<file path="src/rtl/digest_uart_serializer.sv">
// Streams a captured digest to a byte-wide uart transmitter as ASCII hex, most significant
// nibble first, with an optional CR/LF trailer.
module digest_uart_serializer #(
   parameter int unsigned DIGEST_BITS = 256,
   parameter bit          HEX_UPPER   = 1'b0,
   parameter bit          APPEND_CRLF = 1'b1
) (
   input  logic                   clk,
   input  logic                   rst_n,
   input  logic                   digest_valid,
   input  logic [DIGEST_BITS-1:0] digest,
   output logic                   ready,
   output logic                   done,
   output logic                   tx_start,
   output logic [7:0]             tx_data,
   input  logic                   tx_busy
);

   localparam int unsigned N  = DIGEST_BITS / 4;
   localparam int unsigned T  = N + (APPEND_CRLF ? 2 : 0);
   localparam int unsigned IW = $clog2(T + 1);

   localparam logic [IW-1:0] NIdx    = IW'(N);
   localparam logic [IW-1:0] LastIdx = IW'(T - 1);
   localparam logic [7:0]    AlphaA  = HEX_UPPER ? 8'h41 : 8'h61;

   typedef enum logic [2:0] {
      StIdle,
      StSend,
      StWaitHi,
      StWaitLo,
      StDone
   } state_e;

   state_e                 state_q, state_d;
   logic [IW-1:0]          idx_q, idx_d;
   logic [DIGEST_BITS-1:0] digest_q, digest_d;
   logic                   tx_start_q, tx_start_d;
   logic [7:0]             tx_data_q, tx_data_d;
   logic [3:0]             nib;
   logic [7:0]             char_cur;

   // Nibble select as a constant-index mux over the captured digest.
   always_comb begin
      nib = 4'h0;
      for (int k = 0; k < int'(N); k++) begin
         if (idx_q == IW'(k)) begin
            nib = digest_q[DIGEST_BITS-1-4*k -: 4];
         end
      end
   end

   always_comb begin
      char_cur = 8'h00;
      if (idx_q == NIdx) begin
         char_cur = 8'h0D;
      end else if (idx_q > NIdx) begin
         char_cur = 8'h0A;
      end else if (nib < 4'd10) begin
         char_cur = 8'h30 + {4'h0, nib};
      end else begin
         char_cur = AlphaA + {4'h0, nib} - 8'd10;
      end
   end

   always_comb begin
      state_d    = state_q;
      idx_d      = idx_q;
      digest_d   = digest_q;
      tx_start_d = 1'b0;
      tx_data_d  = tx_data_q;
      unique case (state_q)
         StIdle: begin
            if (digest_valid) begin
               digest_d = digest;
               idx_d    = '0;
               state_d  = StSend;
            end
         end
         StSend: begin
            if (!tx_busy) begin
               tx_start_d = 1'b1;
               tx_data_d  = char_cur;
               state_d    = StWaitHi;
            end
         end
         StWaitHi: begin
            if (tx_busy) begin
               state_d = StWaitLo;
            end
         end
         StWaitLo: begin
            if (!tx_busy) begin
               if (idx_q == LastIdx) begin
                  state_d = StDone;
               end else begin
                  idx_d   = idx_q + IW'(1);
                  state_d = StSend;
               end
            end
         end
         StDone: begin
            state_d = StIdle;
         end
         default: begin
            state_d = StIdle;
         end
      endcase
   end

   always_ff @(posedge clk or negedge rst_n) begin
      if (!rst_n) begin
         state_q    <= StIdle;
         idx_q      <= '0;
         digest_q   <= '0;
         tx_start_q <= 1'b0;
         tx_data_q  <= 8'h00;
      end else begin
         state_q    <= state_d;
         idx_q      <= idx_d;
         digest_q   <= digest_d;
         tx_start_q <= tx_start_d;
         tx_data_q  <= tx_data_d;
      end
   end

   assign ready    = (state_q == StIdle);
   assign done     = (state_q == StDone);
   assign tx_start = tx_start_q;
   assign tx_data  = tx_data_q;

endmodule

</file>
<file path="config.mk">
export PLATFORM = sky130hd
export DESIGN_NAME = digest_uart_serializer
export DESIGN_NICKNAME = d
export VERILOG_FILES = /design/src/rtl/digest_uart_serializer.sv
export SDC_FILE = /design/constraint.sdc
export NUM_CORES = 1
export LEC_CHECK = 0
export BUFFER_PORTS_ARGS = -buffer_cell sky130_fd_sc_hd__buf_4
export CAP_MARGIN = 30
export CORE_MARGIN = 1.5
export CORE_UTILIZATION = 49
export DETAILED_ROUTE_END_ITERATION = 10
export HOLD_SLACK_MARGIN = 0.02
export PLACE_DENSITY = 0.72
export SLEW_MARGIN = 10
export SYNTH_ARGS = -nofsm -noshare
export SYNTH_HDL_FRONTEND = slang
export SYNTH_SLANG_ARGS = --single-unit
</file>
<file path="constraint.sdc">
create_clock -name clk -period 3.3 [get_ports clk]
set_clock_uncertainty 0.05 [all_clocks]
set_input_delay 0.495 -clock clk [delete_from_list [all_inputs] [get_ports clk]]
set_output_delay 0.495 -clock clk [all_outputs]
set_load 0.05 [all_outputs]
</file>
==> metrics.yaml <==
drive_above_1_share: 0.533
gr-usage-all-layers: 0.329
ios: 271
h-tree-depth: 1
cts_buffer_depth: 3
clock_latency_ns: 0.56
fillCellCount: 2107
place.gp.congestion: 1.01
die_area_um2: 30200
worst-r2r-cell-count: 19
hold-path-cell-count: 3
violations: "setup timing"
wl_um: 50100
rsz0062_at_grt: "yes"
dp_hpwl_um: 38200
p_leak_nw: 8.97
finalHoldViolCount: 0
ys_warn_count: 0
power_density_nw_per_um2: 802
synth-edff-count: 0
rows: 62
final.period_utilization: 1.13
start_util: 0.498
vias: 13192
ys_seq_elements: 274
antenna_cells: 0
postSynthCellCount: 1314
synth_top_flop_cell: "dfrtp_1"
syn_avg_cell_area_um2: 10.9
place_ws_ns: -0.706
fin_nets: 2101
die_y_um: 174
cts_num_sinks: 274
seqCellArea_um2: 6860
hold_class: "input pin to flip-flop"
async_flop_share: 1.00
clk_pin_slew_ns: 0.07
end_kind: "flip-flop"
multi_input_area_um2: 7610
drc: 0
netlist_area_um2: 14300
critPathArrivalTime_ns: 4.13
setup_viol: 6
worst_slew_pin_slew_ns: 0.960
period_needed_ns: 3.74
die-width_um: 174
drv_cap: 0
drt_iter0_drc: 1144
grt_pass1_wl_um: 76700
setup_tns_ns: -1.87
portBuffers: 269
antenna_found_initial: 0
grt_max_degree: 169
tritoncts: "done"
startpoint_type: "flip-flop"
drt-pass1-iter-count: 6
vdd_drop_max_mv: 0.504
coreArea_um2: 28700
yosysSeqAreaShare: 0.480
worst-path-max-fanout: 7
max_freq_mhz: 268
ant_nets: 0
outcome: "complete, but fails checks"
cts_made_buffers: 29
maxSlewViolCount: 0
grt_pass1_vias: 13549
grt.overflow.total: 0
crit_required_ns: 3.69
critical_path_class: "flip-flop to flip-flop"
root_buffer: "clkbuf_16"
area.growth.synth_to_final_pct: 44.0
synthesis.nets: 1579
timing.slew.headroom: 0.360
ys_types: 85
via_per_inst: 5.89
finalWorstSetupSlack_ns: -0.438
wl_per_cell_um: 22.4
[layout by cell type, fill, tap and decap left out, drive strengths merged, types with 6 or more instances in the layout]
master,instances
a21oi,44
or3,11
o22ai,9
a211oi,14
nor4,13
inv,22
nand4bb,8
nor3,39
a2111oi,9
clkbuf,42
nand2,103
o31ai,11
nor2b,12
nand2b,8
mux2,246
o21ai,52
a22oi,9
nor3b,6
a221oi,16
nand4b,6
nor2,95
o211ai,13
dfrtp,274
o221ai,6
or4,7
nor4b,6
o2111ai,9
nand3,40
and3,13
buf,576
a31oi,17
o32ai,10
nand4,9
[cell families after synthesis]
logic type / Yosys count / synth area share
DFF: 274 / 0.480
and+or+nand+nor: 406 / 0.152
muxes: 247 / 0.195
adders and majority gates: 5 / 0.00438
other: 1 / 0.000263
AOI/OAI and AO/OA: 267 / 0.133
buffers and inverters: 109 / 0.0322
xor gates and xnor gates: 5 / 0.00307
[per-stage QoR]
step	utilization	power [mW]	hold WS [ns]	area, µm²	cells
3_5_place_dp	0.653	12.2	0.443	18800	2166
4_1_cts	0.706	16.1	0.0773	20300	2232
5_1_grt	0.716	17.2	0.106	20600	2239
6_report	0.716	16.5	0.0875	20600	2239
3_3_place_gp	0.653	12.0	0.435	18800	2166
2_1_floorplan	-	9.39	0.149	14400	1314
[routing by layer]
metal,track usage,vias to the layer above,share of wire
met4,0.106,0,0.033
met1,0.452,6467,0.43
met5,0,-,0
li1,-,5988,-
met2,0.526,631,0.46
met3,0.0658,106,0.080
[registers in the layout, indices dropped and copies added, names as in the netlist]
name,cells
idx_q,7
tx_start,1
state_q,3
digest_q,256
tx_data,7
[layout make-up]
class,instances,area share
repair buffers,578,0.222
inverters,22,0.00438
multi-input cells,931,0.370
clock inverters,9,0.00633
well taps,384,0.0234
clock buffers,41,0.0404
flip-flops and latches,274,0.334
[cell usage after synthesis (all sizes together), types with 6 or more instances]
cell type,count,area (µm²)
nor2b,12,75.1
o2111ai,9,78.8
or3,11,68.8
dfrtp,274,6860
a21oi,44,220
a211oi,14,105
nand4b,6,52.6
a22oi,9,67.6
nor3,39,195
a31oi,17,106
nand3,40,200
buf,29,159
o211ai,13,97.6
nand4,9,56.3
nand2b,8,50.1
or4,7,52.6
and3,13,81.3
nor2,95,379
a2111oi,9,98.9
o21ai,52,260
o22ai,9,56.3
o221ai,6,52.6
nor3b,6,45.0
o31ai,11,82.6
nand2,103,387
mux2,246,2770
a221oi,16,140
nand4bb,8,90.1
inv,21,78.8
nor4,13,87.6
o32ai,10,87.6
nor4b,6,71.3
clkbuf,58,218
[critical path: stages (launching register included)]
cell and delay [ns]:
dfrtp_2 0.45, inv_4 0.10, ha_4 0.22, buf_6 0.11
nor4b_4 0.23, clkbuf_16 0.20, buf_6 0.09, and3_4 0.19
a31oi_1 0.04, o211a_1 0.28, buf_12 0.16, and4bb_1 0.18
o211ai_1 0.15, a31o_1 0.23, buf_6 0.11, inv_4 0.03
ha_4 0.15, and2_4 0.14, and3_4 0.15, o32a_1 0.33
[path summary, 6_finish.rpt]
check / from / endpoint / slack (ns)
worst max-delay path: idx_q[1]$_DFFE_PN0P_ / tx_data[2]$_DFFE_PN0P_ / -0.44
worst min-delay path: digest[53] / digest_q[53]$_DFFE_PN0P_ / 0.09
worst max register to register: idx_q[1]$_DFFE_PN0P_ / tx_data[2]$_DFFE_PN0P_ / -0.44
worst min register to register: digest_q[184]$_DFFE_PN0P_ / digest_q[184]$_DFFE_PN0P_ / 0.45
max in group asynchronous: rst_n / digest_q[152]$_DFFE_PN0P_ / 1.86
min in group asynchronous: rst_n / state_q[0]$_DFFE_PN0P_ / 0.50
[timing repair]
| item | CTS | global route |
|---|---|---|
| endpoints found under the setup margin | 6 | 6 |
| hold endpoints to repair | 106 | 0 |
| resized for setup | 85 | 48 |
| pin swaps | 33 | 34 |
| setup buffers | 16 | 8 |
| hold buffers | 1 | 0 |
| cloned | 0 | 0 |
[power breakdown]
part | switching, mW | leakage, nW | total, mW | internal, mW
registers | 1.38 | 3.28 | 6.43 | 5.05
logic | 3.01 | 5.22 | 6.76 | 3.74
clock network | 1.33 | 0.471 | 3.30 | 1.97
total | 5.73 | 8.97 | 16.5 | 10.8
Power figures use the tool's default switching activity.
